**config.mk**
```make
export PLATFORM = sky130hd
export DESIGN_NAME = match_controller
export DESIGN_NICKNAME = d
export VERILOG_FILES = /design/src/rtl/match_pkg.sv /design/src/rtl/phase_timer.sv /design/src/rtl/match_controller.sv
export SDC_FILE = /design/constraint.sdc
export NUM_CORES = 1
export LEC_CHECK = 0
export BUFFER_PORTS_ARGS = -buffer_cell sky130_fd_sc_hd__buf_2
export CORE_ASPECT_RATIO = 0.8
export CORE_MARGIN = 2
export CORE_UTILIZATION = 61
export CTS_CLUSTER_SIZE = 40
export DETAILED_ROUTE_END_ITERATION = 8
export PLACE_DENSITY = 0.8
export SLEW_MARGIN = 20
export SYNTH_ARGS = -nofsm -noshare
export SYNTH_HDL_FRONTEND = slang
export SYNTH_HIERARCHICAL = 1
export SYNTH_SLANG_ARGS = --single-unit
```
**constraint.sdc**
```tcl
create_clock -name clk -period 3.7 [get_ports clk]
set_input_delay 0.74 -clock clk [delete_from_list [all_inputs] [get_ports clk]]
set_output_delay 0.74 -clock clk [all_outputs]
set_load 0.1 [all_outputs]
```
**src/rtl/match_pkg.sv**
```systemverilog
// Shared types for the Pong match controller.
// State encodings double as the debug/display code on state_o.
package match_pkg;

    typedef enum logic [2:0] {
        IDLE      = 3'd0,
        SERVE     = 3'd1,
        PLAY      = 3'd2,
        PAUSED    = 3'd3,
        POINT     = 3'd4,
        GAME_WON  = 3'd5,
        GAME_OVER = 3'd6
    } match_state_t;

    function automatic int max_int(input int a, input int b);
        return (a > b) ? a : b;
    endfunction

endpackage

```
**src/rtl/phase_timer.sv**
```systemverilog
// Phase timer: counts enabled cycles since the last clear.
// done is registered and goes high once the count equals limit.
module phase_timer #(
    parameter int W = 26
) (
    input  logic         clk,
    input  logic         reset,
    input  logic         clear,
    input  logic         enable,
    input  logic [W-1:0] limit,
    output logic         done
);

    logic [W-1:0] cnt_q, cnt_d;
    logic         done_q, done_d;

    always_comb begin
        cnt_d  = cnt_q;
        done_d = done_q;
        if (clear) begin
            cnt_d  = '0;
            done_d = (limit == '0);
        end else if (enable) begin
            cnt_d  = cnt_q + W'(1);
            done_d = ((cnt_q + W'(1)) == limit);
        end
    end

    always_ff @(posedge clk or negedge reset) begin
        if (!reset) begin
            cnt_q  <= '0;
            done_q <= 1'b0;
        end else begin
            cnt_q  <= cnt_d;
            done_q <= done_d;
        end
    end

    assign done = done_q;

endmodule

```
**src/rtl/match_controller.sv**
```systemverilog
// Pong match sequencer: serve, rally, point, pause, game win,
// level advance and match end, with registered strobes and buses.
module match_controller
    import match_pkg::*;
#(
    parameter int WIN_SCORE    = 7,
    parameter int SCORE_W      = 3,
    parameter int MAX_LEVEL    = 7,
    parameter int LEVEL_W      = 3,
    parameter int SERVE_CYCLES = 50_000_000,
    parameter int POINT_CYCLES = 25_000_000
) (
    input  logic               clk,
    input  logic               reset,
    input  logic               start,
    input  logic               run_en,
    input  logic               p1_point,
    input  logic               p2_point,
    output logic               game_on,
    output logic               round_rst_n,
    output logic [SCORE_W-1:0] p1_total,
    output logic [SCORE_W-1:0] p2_total,
    output logic [LEVEL_W-1:0] level,
    output logic               lvl_up,
    output logic               win,
    output logic               winner,
    output logic               match_over,
    output logic [2:0]         state_o
);

    localparam int TW = max_int($clog2(max_int(SERVE_CYCLES, POINT_CYCLES)), 1);
    localparam logic [TW-1:0]      SERVE_LIM = TW'(SERVE_CYCLES - 1);
    localparam logic [TW-1:0]      POINT_LIM = TW'(POINT_CYCLES - 1);
    localparam logic [SCORE_W-1:0] WIN       = SCORE_W'(WIN_SCORE);
    localparam logic [LEVEL_W-1:0] MAX_LVL   = LEVEL_W'(MAX_LEVEL);
    localparam logic [LEVEL_W-1:0] LVL_ONE   = LEVEL_W'(1);

    match_state_t       state_q, state_d;
    logic [SCORE_W-1:0] p1_q, p1_d, p2_q, p2_d;
    logic [LEVEL_W-1:0] level_q, level_d;
    logic game_on_q, game_on_d, round_rst_n_q, round_rst_n_d;
    logic lvl_up_q, lvl_up_d, win_q, win_d;
    logic winner_q, winner_d, match_over_q, match_over_d;

    logic          t_clear, t_en, t_done;
    logic [TW-1:0] t_limit;

    always_comb begin
        state_d  = state_q;
        p1_d     = p1_q;
        p2_d     = p2_q;
        level_d  = level_q;
        winner_d = winner_q;
        lvl_up_d = 1'b0;
        unique case (state_q)
            IDLE: if (start) state_d = SERVE;
            SERVE: if (run_en && t_done) state_d = PLAY;
            PLAY: begin
                // Pause wins over any point sampled in the same cycle.
                if (!run_en) begin
                    state_d = PAUSED;
                end else if (p1_point && p2_point) begin
                    state_d = SERVE;
                end else if (p1_point) begin
                    if (p1_q != WIN) p1_d = p1_q + SCORE_W'(1);
                    state_d = POINT;
                end else if (p2_point) begin
                    if (p2_q != WIN) p2_d = p2_q + SCORE_W'(1);
                    state_d = POINT;
                end
            end
            PAUSED: if (run_en) state_d = PLAY;
            POINT: begin
                if (t_done) begin
                    if (p1_q == WIN || p2_q == WIN) begin
                        state_d  = GAME_WON;
                        winner_d = (p1_q != WIN);
                    end else begin
                        state_d = SERVE;
                    end
                end
            end
            GAME_WON: begin
                if (level_q < MAX_LVL) begin
                    level_d  = level_q + LEVEL_W'(1);
                    lvl_up_d = 1'b1;
                    p1_d     = '0;
                    p2_d     = '0;
                    state_d  = SERVE;
                end else begin
                    state_d = GAME_OVER;
                end
            end
            GAME_OVER: begin
                if (start) begin
                    level_d = LVL_ONE;
                    p1_d    = '0;
                    p2_d    = '0;
                    state_d = SERVE;
                end
            end
            default: state_d = IDLE;
        endcase
        game_on_d     = (state_d == PLAY);
        win_d         = (state_d == GAME_WON);
        match_over_d  = (state_d == GAME_OVER);
        round_rst_n_d = !(state_d == SERVE && state_q != SERVE);
    end

    // Limit follows the next state so done is ready right after entry.
    assign t_clear = (state_d != state_q);
    assign t_en    = (state_q == SERVE && run_en) || (state_q == POINT);
    assign t_limit = (state_d == POINT) ? POINT_LIM : SERVE_LIM;

    phase_timer #(.W(TW)) u_timer (
        .clk    (clk),
        .reset  (reset),
        .clear  (t_clear),
        .enable (t_en),
        .limit  (t_limit),
        .done   (t_done)
    );

    always_ff @(posedge clk or negedge reset) begin
        if (!reset) begin
            state_q       <= IDLE;
            p1_q          <= '0;
            p2_q          <= '0;
            level_q       <= LVL_ONE;
            game_on_q     <= 1'b0;
            round_rst_n_q <= 1'b1;
            lvl_up_q      <= 1'b0;
            win_q         <= 1'b0;
            winner_q      <= 1'b0;
            match_over_q  <= 1'b0;
        end else begin
            state_q       <= state_d;
            p1_q          <= p1_d;
            p2_q          <= p2_d;
            level_q       <= level_d;
            game_on_q     <= game_on_d;
            round_rst_n_q <= round_rst_n_d;
            lvl_up_q      <= lvl_up_d;
            win_q         <= win_d;
            winner_q      <= winner_d;
            match_over_q  <= match_over_d;
        end
    end

    assign state_o     = state_q;
    assign game_on     = game_on_q;
    assign round_rst_n = round_rst_n_q;
    assign p1_total    = p1_q;
    assign p2_total    = p2_q;
    assign level       = level_q;
    assign lvl_up      = lvl_up_q;
    assign win         = win_q;
    assign winner      = winner_q;
    assign match_over  = match_over_q;

endmodule

```
Word level (Yosys, flattened, before mapping)
Cells that the tools add are included.

Input port bits: 6. Register bits after elaboration: 45. Word-level logic and storage cells: 95. Output and inout bits: 18.

Reduce and logical (&&, ||, !) cells: 17. $lt $le $gt $ge: 1. $add $sub $neg: 4. Equal/unequal tests: 27. Mux-type cells: 34.

Operator list (count): 2-to-1 mux 26 bit (3); 2-to-1 mux 3 bit (23); adder 26 x 1 -> 26 bit, second input constant (1); equality test 26 bit (1); logical NOT 26 bit (1); equality test 3 bit, second input constant (8); != test 2 bit, second input constant (9); one-hot mux 3 bit (3 select lines) (2); one-hot mux 3 bit (6 select lines) (1); adder 3 x 1 -> 3 bit, second input constant (3); equality test 3 x 2 -> 1 bit, second input constant (3); AND reduction 8 bit (1); AND reduction 7 bit (1); equality test 3 x 1 -> 1 bit, second input constant (2); != test 3 bit, second input constant (2); one-hot mux 3 bit (2 select lines) (1); AND reduction 3 bit (2); logical AND 1 bit (4); 2-to-1 mux 1 bit (4); nonzero test 2 bit (2); logical NOT 3 bit (1); less-than comparator 3 bit, second input constant (1); != test 3 x 1 -> 1 bit, second input constant (1); != test 3 bit (1); other kinds (4) (5).

Logic depth before layout (Yosys ltp)
Depth in word-level cells: 10. Mapped depth: 13. Mapped depth without buffers: 13.

By module
Netlist, hierarchy kept.

Modules (own cells, without submodules): phase_timer (times used 1, seq. area each 675.6 sq um, cells an instance 275, area each 2273.4 sq um); match_controller (times used 1, seq. area each 452.9 sq um, cells an instance 112, area each 1118.6 sq um).

Worst setup path before layout
Ideal clock, no wire load.

Path type: register to register. Start point: register p2_q[1] (netlist: p2_total[1]). End point: register u_timer.done_q (netlist: u_timer/done). Path slack: -0.070 ns. Period minus slack after synthesis: 3.770 ns. Cell stages (with the launch flop): 14. Setup time: 0.076 ns. Path buffers: 0. Arrival time: 3.694 ns. Required time: 3.624 ns. Cells stage by stage: dfrtp_1 ha_1 ha_1 nor2_1 a211oi_2 nor2_1 or2_1 nor3b_1 nor4_1 o211ai_1 nor4_1 nand3_1 or4_1 o21ai_1.

Longest elaborated chain between the ends: 10. Elaborated cells on any way between the ends: 13. Classes of those cells: 4 x eq/ne; 6 x mux; 3 x reduce/logical.

Ends and longest elaborated chain: from (decl) (line match_controller.sv:39) `logic [SCORE_W-1:0] p1_q, p1_d, p2_q, p2_d;`; from (signal assigned) (line match_controller.sv:139) `p2_q <= p2_d;`; equality test 3 bit (*) (line match_controller.sv:75) `if (p1_q == WIN || p2_q == WIN) begin`; logical OR 1 bit (*) (line match_controller.sv:75); 2-to-1 mux 3 bit (*) (line match_controller.sv:75); 2-to-1 mux 3 bit (*) (line match_controller.sv:74) `if (t_done) begin`; one-hot mux 3 bit (6 select lines) (*) (line match_controller.sv:55) `unique case (state_q)`; equality test 3 bit (*) (line match_controller.sv:113) `assign t_limit = (state_d == POINT) ? POINT_LIM : SERVE_LIM;`; 2-to-1 mux 26 bit (*) (line match_controller.sv:113); named net t_limit[15] (line match_controller.sv:46) `logic [TW-1:0] t_limit;`; equality test 26 bit (line phase_timer.sv:25) `done_d = ((cnt_q + W'(1)) == limit);`; 2-to-1 mux 1 bit (line phase_timer.sv:23) `end else if (enable) begin`; 2-to-1 mux 1 bit (*) (line phase_timer.sv:20) `if (clear) begin`; to (signal assigned) (line phase_timer.sv:35) `done_q <= done_d;`; to (decl) (line phase_timer.sv:15) `logic done_q, done_d;`.

The timed path passes the listed nets; every way through them passes the cells marked *. The select of a mux whose other input is x is not followed. A chain may end at the register's enable or synchronous reset.

Worst setup path after layout
Start point: register state_q[2] (netlist: state_o[2]). End point: register u_timer.done_q (netlist: u_timer/done).

Elaborated cells on any way between the ends: 27. Classes of those cells: 9 x eq/ne; 12 x mux; 6 x reduce/logical.

RTL lines: from (decl) (line match_controller.sv:38) `match_state_t state_q, state_d;`; from (signal assigned) (line match_controller.sv:137) `state_q <= state_d;`; equality test 3 bit or logical NOT 3 bit (tied branches) (line match_controller.sv:55); OR reduction 2 bit (no line); one-hot mux 3 bit (6 select lines) (*) (line match_controller.sv:55); named net state_d[0] (line match_controller.sv:38); equality test 3 bit (*) (line match_controller.sv:113); 2-to-1 mux 26 bit (*) (line match_controller.sv:113); named net t_limit[15] (line match_controller.sv:46); equality test 26 bit (line phase_timer.sv:25); 2-to-1 mux 1 bit (line phase_timer.sv:23); 2-to-1 mux 1 bit (*) (line phase_timer.sv:20).

Marks and branches as above.

==> results.md <==
- In this run the worst hold path is classified as in -> async.
- The beginning of the worst register-to-register path is state_o[2]$_DFF_PN0_.
- The area fraction in and, or, nand and nor cells after synthesis is ~29%.
- The number of clock buffers added by TritonCTS is 5.
- After clock tree synthesis, the clock-pin slew on the worst setup and hold paths is 0.09 ns.
- The clock tree from TritonCTS is yes.
- Clock latency on the worst-skew pair, taken at its later pin, is just over 0.3 ns.
- The post-detailed-route DRC marker count is 0.
- The number of cells upsized or downsized after cts is 0.
- The count of nets left with antenna violations once routing finished came out at 0.
- Sorting the synthesized cells by area gives the leading types as dfrtp_1, xnor2_1, xor2_1.
- The critical path in this run is classified as reg -> reg.
- The core region is 5410 um2.
- The wire-length estimate of the detail-placed layout is 5820 um.
- The height of the die is 70.7 um.
- The total I/O pin count is 24.
- The post-route netlist has 15.4% of its cells at a drive strength greater than 1.
- The average wire length per cell after detail routing is 15.5 um.
- Summing over every cut layer, the via total after detailed routing is between 3000 and 4000.
- The synthesized netlist devotes 2.21% of its cell area to adder and majority cells.
- The critical path required time is 3.94 ns.
- Once layout is complete, the utilization of the core stands at 70.4%.
- Of the post-synthesis cell area, the part taken by muxes is 2.40%.
- A synthesized cell averages 8.76 um2.
- The die area is 6180 um2.
- The routability congestion estimate is between 0.9 and 1.
- The worst-path cell with the longest stage delay is dfrtp_1.
- Walking the worst path, the cells encountered are and2b_1, a22oi_2, o2111ai_4, or2_1, nor3b_1, nor4_1, o211ai_1, nor4_1, nand3_1, or4_1, o21ai_1.
- The number of failing setup endpoints in the final timing report is 0.
- The number of buffer cells added on primary ports is 23.
- The total standard cell area after synthesis is 3390 um2.
- The number of hold buffers added after CTS was 0.
- The number of slew-limit violations in the final report was 0.
- After global routing the overflow that remains totals 0.
- For this run, the post-layout net count is 460.
- The most numerous cell type found on the critical path is nor4_1.
- Of all cell types, the one taking the most synthesized area is dfrtp_1.
- Counting every sink on the clock net gives between 40 and 50.
- The number of synthesized register bits is 45.
- The H-tree depth reported by CTS is 2.
- The number of buffer and inverter stages on the critical path is 0.
- Global routing used roughly 28% of the available tracks across all layers.
- The critical path starts at state_o[2]$_DFF_PN0_.
- VDD sags by at most 269 uV.
- The sequential-to-total area share from yosys stat is between 30% and 40%.
- The routed design could run at a clock period as short as between 3 and 4 ns.
- The kind of cell with the highest combined delay along the critical path is simple AND/OR/NAND/NOR gates.
- Once placement completed, the tool counted placed cells totaling 506.
- For this design the static power due to leakage is 0.00171 uW.
- The wire length of the first global-routing pass is around 13000 um.
- Clock tree synthesis selected as its root buffer the cell clkbuf_8.
- Max-cap violations in this run came to 0.
- The ratio of routed vias to standard cells is 5.84.
- The type of element capturing the critical path is a flop.
- After synthesis, the largest family of logic cells by area is simple AND/OR/NAND/NOR gates.
- The floorplan die width is 87.4 um.
- The worst path setup slack after routing is 0.385 ns.
- The count of final hold-check violations is 0.
- Timing analysis after detailed placement gives a worst setup slack of 0.237 ns.
- The first-pass iteration count of the detailed router is 5.
- The initial antenna violation count is 0.
- After floorplanning, the core was divided into 24 placement rows.
- The synthesis warning total is 6.
- In this run the worst path has a maximum fanout of 16.
- No sink is reached through more buffers than the 2 on the longest clock path.
- The routed wire length is 7960 um.
- The delay contributed by the slowest stage of the critical path is 0.58 ns.
- Setup repair after global routing left no endpoint under its margin.
- In this run the tightest slew margin relative to its limit is 55.9%.
- The synthesized netlist devotes 15.3% of its cell area to compound gates.
- Timing would allow up to 0.302 GHz.
- The initial core utilization is 62.8%.
- The area share of the largest cell type after synthesis is 31.7%.
- The number of buffers inserted to repair setup after CTS is 0.
- The number of DRC markers after the initial detailed-route iteration is 352.
- Across the routed clock network, the largest skew measured is 0.00609 ns.
- The share of synthesized registers carrying an async set or reset is 100%.
- The unique cell type count in the Yosys netlist is between 70 and 80.
- For the pin with the worst max-slew slack, the measured transition is ~0.65 ns.
- The run finished with clean final reports.
- The power density of the placed cells is just under 300 nW/um2.
- Dividing the final minimum period by the clock period gives 89.6%.
- The synthesized instance count is 387.
- The primary flip-flop cell chosen by synthesis mapping is dfrtp_1.
- The finished layout holds 514 standard cells, fillers aside.
- The tightest hold path in the finished design has a slack of 0.417 ns.
- The critical path data arrival time is 3.56 ns.
- For the final routed database, the setup TNS stands at 0 ns.
- The repair_antennas step left the layout with diodes totalling 0.
- The synthesized design contains 0 enable-type register cells.
- Entering global routing, the biggest net connects 46 pins.
- After Yosys synthesis, XOR and XNOR cells account for a little over an eighth of the synthesized area.
- Compared with the post-synthesis result, the final layout area differs by 12.1%.
- The kind of start point of the critical path is a flop.
- The number of global-route vias before repair is 2754.
==> cells in the final DEF (no fill, tap or decap), types with 4 or more instances in the layout <==
master	instances
a21bo_1	4
a21oi_1	18
and3_1	9
buf_2	22
buf_4	5
clkbuf_8	5
conb_1	48
dfrtp_1	37
dfrtp_2	6
ha_1	6
inv_1	9
inv_2	5
mux2i_1	6
nand2_1	27
nand2b_1	7
nand3_1	19
nand4_1	16
nor2_1	40
nor3_1	6
nor4_1	10
o21ai_0	9
o21ai_1	4
or3_1	4
xnor2_1	27
xor2_1	25
==> kinds of logic (layout without fill, tap and decap cells) <==
| group | Yosys count | count (layout) |
|---|---|---|
| xor gates and xnor gates | 52 | 52 |
| DFF | 45 | 45 |
| AOI/OAI and AO/OA | 70 | 70 |
| buffers and inverters | 33 | 49 |
| other | 2 | 48 |
| adders and majority gates | 6 | 6 |
| and+or+nand+nor | 171 | 171 |
| muxes | 8 | 8 |
==> flip-flops by register name, indices dropped and copies added, names as in the netlist <==
name           count
win                1
level              3
state_o            3
round_rst_n        1
game_on            1
u_timer/cnt_q     26
p2_total           3
match_over         1
lvl_up             1
p1_total           3
winner             1
u_timer/done       1
==> power by group <==
| part | switching, uW | internal (uW) |
|---|---|---|
| sequential | 32.2 | 512 |
| clock | 183 | 133 |
| combinational | 159 | 80.0 |
| total | 374 | 725 |
==> metal layers <==
metal | track usage (%) | share of wire [%] | up-vias
li1 | - | - | 1465
met1 | 43.3 | 50 | 1429
met2 | 39.6 | 43 | 102
met3 | 4.67 | 6.2 | 7
met4 | 6.67 | 0.87 | 0
met5 | 0 | 0 | -
==> synthesized netlist by cell type, drive strengths merged (4+ instances only) <==
cell type,instances
dfrtp,43
nor2,42
nand2,27
xnor2,27
xor2,25
nand3,21
a21oi,18
nand4,16
inv,14
nor4,13
o21ai,13
buf,11
and3,9
clkbuf,8
mux2i,7
nand2b,7
nor3,7
ha,6
or3,5
a21bo,4
==> through the flow <==
| stage | total power (uW) | cell area (um2) |
|---|---|---|
| 5_1_grt | 1160 | 3800 |
| 6_report | 1100 | 3800 |
| 3_3_place_gp | 784 | 3710 |
| 3_5_place_dp | 790 | 3710 |
| 4_1_cts | 1100 | 3800 |
| 2_1_floorplan | 736 | 3570 |
==> cell type report <==
class | count | area, um2
sequential | 45 | 1140
inverter | 14 | 52.6
multi-input combinational | 355 | 2290
fill | 438 | 1600
timing repair buffer | 27 | 148
tap | 65 | 81.3
clock buffer | 5 | 68.8
clock inverter | 3 | 22.5
==> worst paths after layout <==
kind / end / slack [ns] / cells after the start
setup / recovery: u_timer/done$_DFFE_PN0P_ / 0.39 / 11
hold / removal: p2_total[1]$_DFFE_PN0P_ / 0.42 / 1
setup reg to reg: u_timer/done$_DFFE_PN0P_ / 0.39 / 11
hold reg to reg: p1_total[1]$_DFFE_PN0P_ / 0.51 / 1
max in group asynchronous: state_o[0]$_DFF_PN0_ / 2.86 / 1
min in group clk: p1_total[1]$_DFFE_PN0P_ / 0.51 / 1
No activity file was read; power rests on OpenSTA's default activity.
